`config.mk`:
```
export PLATFORM = sky130hd
export DESIGN_NAME = aqp_ebus_arbiter_flat
export DESIGN_NICKNAME = d
export VERILOG_FILES = /design/src/rtl/aqp_ebus_arbiter_if.sv /design/src/rtl/aqp_ebus_arbiter.sv /design/src/flat_wrapper.sv
export SDC_FILE = /design/constraint.sdc
export NUM_CORES = 1
export LEC_CHECK = 0
export ABC_CLOCK_PERIOD_IN_PS = 2330
export CAP_MARGIN = 20
export CORE_AREA = 10 10 85 87
export DETAILED_ROUTE_END_ITERATION = 8
export DIE_AREA = 0 0 95 97
export PLACE_DENSITY = 0.82
export SYNTH_ARGS = -nofsm -noshare
export SYNTH_HDL_FRONTEND = slang
export SYNTH_SLANG_ARGS = --single-unit
```
`constraint.sdc`:
```
create_clock -name clk -period 2.33 [get_ports clk]
set_input_delay 0.466 -clock clk [delete_from_list [all_inputs] [get_ports clk]]
set_output_delay 0.466 -clock clk [all_outputs]
set_load 0.01 [all_outputs]
```
`src/rtl/aqp_ebus_arbiter_if.sv`:
```
// Bundle of signals between the ebus arbiter, its two requesters, the Z80
// BUSREQ/BUSACK pins and the external bus.
//   master : arbiter view (takes requests and BUSACK, drives grants, ebus, BUSREQ)
//   slave  : environment view (requesters, CPU and bus side)
// Signals:
//   mN_busreq_n, mN_a, mN_wrdata, mN_wrdata_en, mN_rd_n/wr_n/mreq_n/iorq_n : requester N
//   mN_grant, mN_rddata                                     : back to requester N
//   ebus_phi, cpu_busack_n, ebus_d_in                       : from Z80 side
//   cpu_busreq_n, ebus_a, ebus_d_out, ebus_d_oe, strobes    : to Z80 side
//   ack_timeout                                             : aborted-request pulse
interface aqp_ebus_arbiter_if;
    logic        m0_busreq_n;
    logic [15:0] m0_a;
    logic [7:0]  m0_wrdata;
    logic        m0_wrdata_en;
    logic        m0_rd_n;
    logic        m0_wr_n;
    logic        m0_mreq_n;
    logic        m0_iorq_n;
    logic        m0_grant;
    logic [7:0]  m0_rddata;

    logic        m1_busreq_n;
    logic [15:0] m1_a;
    logic [7:0]  m1_wrdata;
    logic        m1_wrdata_en;
    logic        m1_rd_n;
    logic        m1_wr_n;
    logic        m1_mreq_n;
    logic        m1_iorq_n;
    logic        m1_grant;
    logic [7:0]  m1_rddata;

    logic        ebus_phi;
    logic        cpu_busreq_n;
    logic        cpu_busack_n;
    logic [15:0] ebus_a;
    logic [7:0]  ebus_d_in;
    logic [7:0]  ebus_d_out;
    logic        ebus_d_oe;
    logic        ebus_rd_n;
    logic        ebus_wr_n;
    logic        ebus_mreq_n;
    logic        ebus_iorq_n;
    logic        ack_timeout;

    modport master (
        input  m0_busreq_n, m0_a, m0_wrdata, m0_wrdata_en, m0_rd_n, m0_wr_n, m0_mreq_n, m0_iorq_n,
        input  m1_busreq_n, m1_a, m1_wrdata, m1_wrdata_en, m1_rd_n, m1_wr_n, m1_mreq_n, m1_iorq_n,
        input  ebus_phi, cpu_busack_n, ebus_d_in,
        output m0_grant, m0_rddata, m1_grant, m1_rddata,
        output cpu_busreq_n, ebus_a, ebus_d_out, ebus_d_oe,
        output ebus_rd_n, ebus_wr_n, ebus_mreq_n, ebus_iorq_n, ack_timeout
    );

    modport slave (
        output m0_busreq_n, m0_a, m0_wrdata, m0_wrdata_en, m0_rd_n, m0_wr_n, m0_mreq_n, m0_iorq_n,
        output m1_busreq_n, m1_a, m1_wrdata, m1_wrdata_en, m1_rd_n, m1_wr_n, m1_mreq_n, m1_iorq_n,
        output ebus_phi, cpu_busack_n, ebus_d_in,
        input  m0_grant, m0_rddata, m1_grant, m1_rddata,
        input  cpu_busreq_n, ebus_a, ebus_d_out, ebus_d_oe,
        input  ebus_rd_n, ebus_wr_n, ebus_mreq_n, ebus_iorq_n, ack_timeout
    );
endinterface

```
`src/rtl/aqp_ebus_arbiter.sv`:
```
// Shares the external Z80 bus between two requesters (m0 = ESP SPI master,
// m1 = second master). Runs the BUSREQ/BUSACK handshake, grants one requester
// at a time with round-robin fairness and muxes the owner onto the ebus.
// Every ownership change happens on a falling edge of ebus_phi.
// Ports:
//   clk     : system clock
//   reset_n : asynchronous active-low reset
//   bus     : aqp_ebus_arbiter_if.master (requesters, CPU handshake, ebus)
// Parameters:
//   ACK_TIMEOUT : phi cycles to wait for BUSACK before aborting (1..255)
//   SYNC_STAGES : synchroniser depth for cpu_busack_n (2..3)
module aqp_ebus_arbiter #(
    parameter int unsigned ACK_TIMEOUT = 255,
    parameter int unsigned SYNC_STAGES = 2
) (
    input  logic               clk,
    input  logic               reset_n,
    aqp_ebus_arbiter_if.master bus
);

    typedef enum logic [1:0] {IDLE, ACQ, OWN, REL} state_t;

    state_t                 r_state;
    logic                   r_q_phi;
    logic [SYNC_STAGES-1:0] r_ack_sync;
    logic                   r_owner;
    logic                   r_rr;
    logic                   r_busreq_n;
    logic                   r_ack_timeout;
    logic [1:0]             r_grant;
    logic [7:0]             r_cnt;

    logic                   w_phi_fall;
    logic                   w_ack_s;
    logic                   w_req0;
    logic                   w_req1;
    logic                   w_owner_req;
    logic [7:0]             w_cnt_nxt;

    assign w_phi_fall  = r_q_phi & ~bus.ebus_phi;
    assign w_ack_s     = r_ack_sync[SYNC_STAGES-1];
    assign w_req0      = ~bus.m0_busreq_n;
    assign w_req1      = ~bus.m1_busreq_n;
    assign w_owner_req = r_owner ? w_req1 : w_req0;
    assign w_cnt_nxt   = r_cnt + 8'd1;

    always_ff @(posedge clk or negedge reset_n) begin
        if (!reset_n) begin
            r_q_phi    <= 1'b0;
            r_ack_sync <= '1;
        end else begin
            r_q_phi    <= bus.ebus_phi;
            r_ack_sync <= {r_ack_sync[SYNC_STAGES-2:0], bus.cpu_busack_n};
        end
    end

    always_ff @(posedge clk or negedge reset_n) begin
        if (!reset_n) begin
            r_state       <= IDLE;
            r_owner       <= 1'b0;
            r_rr          <= 1'b1;
            r_busreq_n    <= 1'b1;
            r_ack_timeout <= 1'b0;
            r_grant       <= '0;
            r_cnt         <= '0;
        end else begin
            r_ack_timeout <= 1'b0;
            if (w_phi_fall) begin
                case (r_state)
                    IDLE: begin
                        // Waiting for ack_s high here gives the CPU at least one
                        // free phi cycle between ownerships.
                        if (w_ack_s && (w_req0 || w_req1)) begin
                            r_owner    <= (w_req0 && w_req1) ? ~r_rr : w_req1;
                            r_busreq_n <= 1'b0;
                            r_cnt      <= '0;
                            r_state    <= ACQ;
                        end
                    end
                    ACQ: begin
                        if (!w_ack_s) begin
                            r_grant <= r_owner ? 2'b10 : 2'b01;
                            r_state <= OWN;
                        end else if (!w_owner_req) begin
                            // Release takes priority over a coincident timeout.
                            r_state <= REL;
                        end else if (w_cnt_nxt == 8'(ACK_TIMEOUT)) begin
                            r_ack_timeout <= 1'b1;
                            r_state       <= REL;
                        end else begin
                            r_cnt <= w_cnt_nxt;
                        end
                    end
                    OWN: begin
                        if (!w_owner_req) begin
                            r_grant <= '0;
                            r_state <= REL;
                        end
                    end
                    REL: begin
                        r_busreq_n <= 1'b1;
                        r_rr       <= r_owner;
                        r_state    <= IDLE;
                    end
                    default: r_state <= IDLE;
                endcase
            end
        end
    end

    // Owner's bus signals pass straight through while owned; parked otherwise.
    always_comb begin
        bus.ebus_a      = '0;
        bus.ebus_d_out  = '0;
        bus.ebus_d_oe   = 1'b0;
        bus.ebus_rd_n   = 1'b1;
        bus.ebus_wr_n   = 1'b1;
        bus.ebus_mreq_n = 1'b1;
        bus.ebus_iorq_n = 1'b1;
        if (r_state == OWN) begin
            if (r_owner) begin
                bus.ebus_a      = bus.m1_a;
                bus.ebus_d_out  = bus.m1_wrdata;
                bus.ebus_d_oe   = bus.m1_wrdata_en;
                bus.ebus_rd_n   = bus.m1_rd_n;
                bus.ebus_wr_n   = bus.m1_wr_n;
                bus.ebus_mreq_n = bus.m1_mreq_n;
                bus.ebus_iorq_n = bus.m1_iorq_n;
            end else begin
                bus.ebus_a      = bus.m0_a;
                bus.ebus_d_out  = bus.m0_wrdata;
                bus.ebus_d_oe   = bus.m0_wrdata_en;
                bus.ebus_rd_n   = bus.m0_rd_n;
                bus.ebus_wr_n   = bus.m0_wr_n;
                bus.ebus_mreq_n = bus.m0_mreq_n;
                bus.ebus_iorq_n = bus.m0_iorq_n;
            end
        end
    end

    assign bus.m0_grant     = r_grant[0];
    assign bus.m1_grant     = r_grant[1];
    assign bus.m0_rddata    = bus.ebus_d_in;
    assign bus.m1_rddata    = bus.ebus_d_in;
    assign bus.cpu_busreq_n = r_busreq_n;
    assign bus.ack_timeout  = r_ack_timeout;

endmodule

```
`src/flat_wrapper.sv`:
```
// flat-port wrapper written by rule: the top's interface ports become plain ports
module aqp_ebus_arbiter_flat 
#(
    parameter int unsigned ACK_TIMEOUT = 255,
    parameter int unsigned SYNC_STAGES = 2
)
  (clk, reset_n, bus_m0_busreq_n, bus_m0_a, bus_m0_wrdata, bus_m0_wrdata_en, bus_m0_rd_n, bus_m0_wr_n, bus_m0_mreq_n, bus_m0_iorq_n, bus_m1_busreq_n, bus_m1_a, bus_m1_wrdata, bus_m1_wrdata_en, bus_m1_rd_n, bus_m1_wr_n, bus_m1_mreq_n, bus_m1_iorq_n, bus_ebus_phi, bus_cpu_busack_n, bus_ebus_d_in, bus_m0_grant, bus_m0_rddata, bus_m1_grant, bus_m1_rddata, bus_cpu_busreq_n, bus_ebus_a, bus_ebus_d_out, bus_ebus_d_oe, bus_ebus_rd_n, bus_ebus_wr_n, bus_ebus_mreq_n, bus_ebus_iorq_n, bus_ack_timeout);
  aqp_ebus_arbiter_if bus_i ();
  input  logic clk;
  input  logic reset_n;
  input wire logic [$bits(bus_i.m0_busreq_n)-1:0] bus_m0_busreq_n;
  input wire logic [$bits(bus_i.m0_a)-1:0] bus_m0_a;
  input wire logic [$bits(bus_i.m0_wrdata)-1:0] bus_m0_wrdata;
  input wire logic [$bits(bus_i.m0_wrdata_en)-1:0] bus_m0_wrdata_en;
  input wire logic [$bits(bus_i.m0_rd_n)-1:0] bus_m0_rd_n;
  input wire logic [$bits(bus_i.m0_wr_n)-1:0] bus_m0_wr_n;
  input wire logic [$bits(bus_i.m0_mreq_n)-1:0] bus_m0_mreq_n;
  input wire logic [$bits(bus_i.m0_iorq_n)-1:0] bus_m0_iorq_n;
  input wire logic [$bits(bus_i.m1_busreq_n)-1:0] bus_m1_busreq_n;
  input wire logic [$bits(bus_i.m1_a)-1:0] bus_m1_a;
  input wire logic [$bits(bus_i.m1_wrdata)-1:0] bus_m1_wrdata;
  input wire logic [$bits(bus_i.m1_wrdata_en)-1:0] bus_m1_wrdata_en;
  input wire logic [$bits(bus_i.m1_rd_n)-1:0] bus_m1_rd_n;
  input wire logic [$bits(bus_i.m1_wr_n)-1:0] bus_m1_wr_n;
  input wire logic [$bits(bus_i.m1_mreq_n)-1:0] bus_m1_mreq_n;
  input wire logic [$bits(bus_i.m1_iorq_n)-1:0] bus_m1_iorq_n;
  input wire logic [$bits(bus_i.ebus_phi)-1:0] bus_ebus_phi;
  input wire logic [$bits(bus_i.cpu_busack_n)-1:0] bus_cpu_busack_n;
  input wire logic [$bits(bus_i.ebus_d_in)-1:0] bus_ebus_d_in;
  output wire logic [$bits(bus_i.m0_grant)-1:0] bus_m0_grant;
  output wire logic [$bits(bus_i.m0_rddata)-1:0] bus_m0_rddata;
  output wire logic [$bits(bus_i.m1_grant)-1:0] bus_m1_grant;
  output wire logic [$bits(bus_i.m1_rddata)-1:0] bus_m1_rddata;
  output wire logic [$bits(bus_i.cpu_busreq_n)-1:0] bus_cpu_busreq_n;
  output wire logic [$bits(bus_i.ebus_a)-1:0] bus_ebus_a;
  output wire logic [$bits(bus_i.ebus_d_out)-1:0] bus_ebus_d_out;
  output wire logic [$bits(bus_i.ebus_d_oe)-1:0] bus_ebus_d_oe;
  output wire logic [$bits(bus_i.ebus_rd_n)-1:0] bus_ebus_rd_n;
  output wire logic [$bits(bus_i.ebus_wr_n)-1:0] bus_ebus_wr_n;
  output wire logic [$bits(bus_i.ebus_mreq_n)-1:0] bus_ebus_mreq_n;
  output wire logic [$bits(bus_i.ebus_iorq_n)-1:0] bus_ebus_iorq_n;
  output wire logic [$bits(bus_i.ack_timeout)-1:0] bus_ack_timeout;
  assign bus_i.m0_busreq_n = bus_m0_busreq_n;
  assign bus_i.m0_a = bus_m0_a;
  assign bus_i.m0_wrdata = bus_m0_wrdata;
  assign bus_i.m0_wrdata_en = bus_m0_wrdata_en;
  assign bus_i.m0_rd_n = bus_m0_rd_n;
  assign bus_i.m0_wr_n = bus_m0_wr_n;
  assign bus_i.m0_mreq_n = bus_m0_mreq_n;
  assign bus_i.m0_iorq_n = bus_m0_iorq_n;
  assign bus_i.m1_busreq_n = bus_m1_busreq_n;
  assign bus_i.m1_a = bus_m1_a;
  assign bus_i.m1_wrdata = bus_m1_wrdata;
  assign bus_i.m1_wrdata_en = bus_m1_wrdata_en;
  assign bus_i.m1_rd_n = bus_m1_rd_n;
  assign bus_i.m1_wr_n = bus_m1_wr_n;
  assign bus_i.m1_mreq_n = bus_m1_mreq_n;
  assign bus_i.m1_iorq_n = bus_m1_iorq_n;
  assign bus_i.ebus_phi = bus_ebus_phi;
  assign bus_i.cpu_busack_n = bus_cpu_busack_n;
  assign bus_i.ebus_d_in = bus_ebus_d_in;
  assign bus_m0_grant = bus_i.m0_grant;
  assign bus_m0_rddata = bus_i.m0_rddata;
  assign bus_m1_grant = bus_i.m1_grant;
  assign bus_m1_rddata = bus_i.m1_rddata;
  assign bus_cpu_busreq_n = bus_i.cpu_busreq_n;
  assign bus_ebus_a = bus_i.ebus_a;
  assign bus_ebus_d_out = bus_i.ebus_d_out;
  assign bus_ebus_d_oe = bus_i.ebus_d_oe;
  assign bus_ebus_rd_n = bus_i.ebus_rd_n;
  assign bus_ebus_wr_n = bus_i.ebus_wr_n;
  assign bus_ebus_mreq_n = bus_i.ebus_mreq_n;
  assign bus_ebus_iorq_n = bus_i.ebus_iorq_n;
  assign bus_ack_timeout = bus_i.ack_timeout;
  aqp_ebus_arbiter #(.ACK_TIMEOUT(ACK_TIMEOUT), .SYNC_STAGES(SYNC_STAGES)) u_core (.clk(clk), .reset_n(reset_n), .bus(bus_i));
endmodule
```
* After elaboration in Yosys (flattened, before gate mapping) *
Cells that the tools add are included.

operators by class
  add/subtract/negate cells = 1
  reduce and logical (&&, ||, !) cells = 13
  eq/ne operators = 11
  bitwise operators = 5
  muxes and demuxes = 38

operator list
  kind                                                 count
  two-way mux 8 bit                                    6
  two-way mux 16 bit                                   2
  two-way mux 1 bit                                    18
  two-way mux 2 bit                                    8
  case mux 8 bit (2 select lines)                      1
  adder 8 x 1 -> 8 bit, second input constant          1
  equality test 8 bit, second input constant           1
  case mux 2 bit (4 select lines)                      1
  AND reduction 4 bit                                  2
  != test 2 x 1 -> 1 bit, second input constant        3
  != test 2 bit, second input constant                 3
  AND reduction 3 bit                                  2
  AND reduction 6 bit                                  1
  nonzero test 2 bit                                   3
  equality test 2 bit, second input constant           2
  != test 4 bit, second input constant                 1
  NOT 1 bit                                            4
  case mux 2 bit (2 select lines)                      1
  equality test 2 x 1 -> 1 bit, second input constant  1
  logical AND 1 bit                                    2
  zero test 2 bit                                      1
  case mux 1 bit (2 select lines)                      1
  AND reduction 2 bit                                  1
  AND 1 bit                                            1
  logical OR 1 bit                                     1

word-level totals
  bits in registers = 19
  input bits = 72
  logic and storage cells = 77
  output and inout bits = 49

* Longest topological paths before layout *
  word-level depth = 7
  mapped depth = 8
  depth with buffers taken out = 8

* Worst setup path before layout *
No wires, ideal clock.

  kind = reg2reg
  start point = register u_core.r_cnt[1]
  end point = register u_core.r_state[1]
  setup time = 0.125 ns
  arrival time = 2.062 ns
  stages on the path, launching flop included = 8
  path buffers = 1
  data required time = 2.205 ns
  slack = 0.143 ns
  period minus slack after synthesis = 2.187 ns
  path through = dfrtp_1 > buf_2 > nand4_1 > or3_1 > a221o_2 > o21ai_4 > nand3_2 > mux2_4

on the way
  word-level cells in the longest chain between the ends = 4

RTL lines
  item                           RTL line                source
  start, declared                aqp_ebus_arbiter.sv:31  logic [7:0] r_cnt;
  start signal, assigned         aqp_ebus_arbiter.sv:91  r_cnt <= w_cnt_nxt;
  adder 8 x 1 -> 8 bit           aqp_ebus_arbiter.sv:45  assign w_cnt_nxt = r_cnt + 8'd1;
  equality test 8 bit            aqp_ebus_arbiter.sv:87  end else if (w_cnt_nxt == 8'(ACK_TIMEOUT)) begin
  != test 4 bit (no line)        -
  AND reduction 4 bit (no line)  -
  end signal, assigned           aqp_ebus_arbiter.sv:86  r_state <= REL;
  end signal, assigned           aqp_ebus_arbiter.sv:89  r_state <= REL;
  end signal, assigned           aqp_ebus_arbiter.sv:97  r_state <= REL;
  end, declared                  aqp_ebus_arbiter.sv:23  state_t r_state;

Every way passes these cells.
A chain may end at the register's enable or synchronous reset.

* Final worst setup path *
  start point = register u_core.r_state[0]
  end point = output bus_ebus_a[5]

on the way
  word-level cells in the longest chain between the ends = 2

RTL lines
  item                    RTL line                 source
  start signal, assigned  aqp_ebus_arbiter.sv:59   r_state <= IDLE;
  start signal, assigned  aqp_ebus_arbiter.sv:77   r_state <= ACQ;
  start signal, assigned  aqp_ebus_arbiter.sv:83   r_state <= OWN;
  equality test 2 bit     aqp_ebus_arbiter.sv:120  if (r_state == OWN) begin
  two-way mux 16 bit      aqp_ebus_arbiter.sv:120
  end, declared           flat_wrapper.sv:35       output wire logic [$bits(bus_i.ebus_a)-1:0] bus_ebus_a;

Every way passes these cells.

==> flow_metrics.env <==
export IMPL_grt_pass1_wl_um=9991
export IMPL_synth_nets=286
export IMPL_tightest_slew_ps=405.1
export IMPL_register_area_um2=484.2
export IMPL_grt_max_degree=33
export IMPL_cp_max_fo=16
export IMPL_die_w_um=95
export IMPL_clockBufferDepth=2
export IMPL_multiInputGateArea_um2=1155
export IMPL_insertion_delay_ps=260
export IMPL_n_antenna_cell=0
export IMPL_syn_area_um2=1800
export IMPL_wl_met2_um=3109
export IMPL_path_clk_slew_ps=80
export IMPL_gp_congestion=0.8907
export IMPL_pre_cts_ws_ps=33.47
export IMPL_synth_cell_type_count=44
export IMPL_r2r_end="u_core.r_state[1]"
export IMPL_wl_met1_um=2695
export IMPL_dieArea_um2=9215
export IMPL_fin_crit_sh_pct=97.14
export IMPL_hold_path_class="reg -> reg"
export IMPL_maxUsedRoutingLayer="met4"
export IMPL_crit_path_end="bus_ebus_a[5]"
export IMPL_synth_compound_area_share_pct=15.29
export IMPL_postSynthCellCount=207
export IMPL_yosysWarnings=0
export IMPL_maxClockFrequency_mhz=441.8
export IMPL_initial_core_util_pct=32.90
export IMPL_cp_start_kind="flop"
export IMPL_grt_pass1_vias=1838
export IMPL_core_um2=5473
export IMPL_status="finished, final reports clean"
export IMPL_cap_violations=0
export IMPL_yosysSeqAreaShare_pct=26.69
export IMPL_async_flop_share_pct=100.0
export IMPL_cts_root_buffer="clkbuf_8"
export IMPL_drt_total_wl_um=6502
export IMPL_finalHoldViolCount=0
export IMPL_synth_edf_count=0
export IMPL_die_h_um=97
export IMPL_track_usage_pct=13.25
export IMPL_worstSetupStartpoint="u_core.r_state[0]"
export IMPL_via_count=1888
export IMPL_timing_hold_ws_ps=359.6
export IMPL_antenna_found_initial=0
export IMPL_wl_met3_um=513
export IMPL_relSlewSlack_pct=72.65
export IMPL_nets=378
export IMPL_synth_mux_area_share_pct=18.14
export IMPL_synth_top_family_by_area="simple AND/OR/NAND/NOR gates"
export IMPL_yosys_area_top_type="dfrtp_1"
export IMPL_drc=0
export IMPL_avgRoutedWirePerCell_um=17.57
export IMPL_netlist_area_leader_share_pct=20.85
export IMPL_ys_ff_latch=19
export IMPL_arrival_ps=1800
export IMPL_rr_worst_depth=6
export IMPL_clock_skew_ps=4.902
export IMPL_vias_per_cell=5.103
export IMPL_avgSynthCellArea_um2=8.698
export IMPL_rsz0062_at_grt="false"
export IMPL_synth_simple_area_share_pct=25.16
export IMPL_hpwl_um=5172
export IMPL_first_pass_iters=4
export IMPL_hold_buffers=0
export IMPL_ios=121
export IMPL_period_minus_slack_ps=2263
export IMPL_worst_slack_ps=66.71
export IMPL_drive_gt1_share_pct=12.75
export IMPL_io_buffers=96
export IMPL_synth_common_cells="mux2i_1, nor2b_1, nand2_1"
export IMPL_antenna_left=0
export IMPL_drv_slew=0
export IMPL_rrSetupSlack_ps=110
export IMPL_synth_area_leaders="dfrtp_1, mux2i_1, nor2b_1"
export IMPL_worstReg2RegStart="u_core.r_cnt[2]"
export IMPL_critPathRequiredTime_ps=1860
export IMPL_clock_sinks=19
export IMPL_grt_ovfl_total=0
export IMPL_p_per_area_nw_per_um2=869.5
export IMPL_cts_tree="done"
export IMPL_synth_xor_xnor_area_share_pct=0
export IMPL_htree_levels=1
export IMPL_synth_fa_ha_area_share_pct=4.864
export IMPL_leakagePower_uw=0.001477
export IMPL_finalNonFillerCells=370
export IMPL_numCtsBuffers=3
export IMPL_setup_violations=0
export IMPL_fin_setup_tns_ps=0
export IMPL_syn2layout_area_growth_pct=64.77
export IMPL_dp_cells=365
export IMPL_num_rows=27
export IMPL_drt_iter0_drc=185
export IMPL_crit_type="reg -> out"
export IMPL_vdd_ir_drop_max_mv=0.4459
export IMPL_synth_ff_type="dfrtp_1"
export IMPL_endpoint_kind="output port"
export IMPL_n_fill_cell=497
[placed cells by master, fill, tap and decap left out, types with 2 or more instances in the layout]
cell type,count
nand3b_1,2
nand2_1,25
buf_4,14
dlygate4sd2_1,5
dlymetal6s2s_1,19
clkbuf_8,3
a21oi_1,8
nand3_1,8
or3_1,2
o21ai_1,2
dfstp_2,4
o22ai_1,2
o21ai_0,2
nand3_2,2
o311ai_0,3
o211ai_1,4
inv_1,4
clkdlybuf4s50_1,72
dfrtp_2,3
mux2i_1,30
a32oi_1,2
and3_1,2
nor3_1,3
ha_1,6
buf_12,2
dfrtp_1,12
o21a_1,3
nor2b_1,30
[cells by family (layout without fill, tap and decap cells)]
group,count (synthesis),in the layout
AOI/OAI and AO/OA,36,36
adders and majority gates,7,7
buffers and inverters,31,122
DFF,19,19
muxes,32,32
and+or+nand+nor,82,82
[metal layers]
layer | up-vias | GRT usage, %
li1 | 905 | -
met1 | 860 | 15.05
met2 | 101 | 23.27
met3 | 22 | 3.161
met4 | 0 | 4.348
met5 | - | 0
[stage by stage]
stage               util, %  area (um^2)  total power (uW)
CTS                   52.61         2879              2539
global route          54.21         2967              2776
floorplan                 -         1800              1520
detailed placement    51.87         2839              2319
finish                54.21         2967              2579
global placement      51.87         2839              2281
[layout make-up]
class,instances,share of cell area [%]
Multi-Input combinational cell,157,38.93
Inverter,5,0.6326
Timing Repair Buffer,113,39.52
Clock inverter,1,0.1687
Sequential cell,19,16.32
Clock buffer,3,1.392
Tap cell,72,3.037
[worst max-delay path: stages (launching register included)]
cell and delay (ps):
dfrtp_1 410, inv_2 120, ha_4 180, buf_12 140
nor2b_1 130, clkdlybuf4s50_1 540
[flip-flops by register name (all words and copies together), names as in the netlist]
signal,cells
u_core.r_cnt,8
u_core.r_rr,1
u_core.bus.ack_timeout,1
u_core.r_state,2
u_core.r_ack_sync,2
u_core.r_owner,1
u_core.r_grant,2
u_core.bus.cpu_busreq_n,1
u_core.r_q_phi,1
[report_power, final]
group	internal, uW	switching [uW]
Sequential	440	111
Clock	119	120
Combinational	966	824
Total	1530	1050
[how the worst min path moves through the flow]
stage,start,to,cells past startpoint
after CTS,u_core.r_ack_sync[0],u_core.r_ack_sync[1],0
after global placement,u_core.r_ack_sync[0],u_core.r_ack_sync[1],0
after global routing,u_core.r_ack_sync[0],u_core.r_ack_sync[1],0
after floorplan,reset_n,u_core.bus.ack_timeout,0
final,u_core.r_ack_sync[0],u_core.r_ack_sync[1],0
after detailed placement,u_core.r_ack_sync[0],u_core.r_ack_sync[1],0
[what timing repair did]
item	CTS	global route
endpoints found under the setup margin	25	22
buffers inserted	0	0
gates cloned	0	1
resized for setup	6	23
No activity file was read; power rests on OpenSTA's default activity.
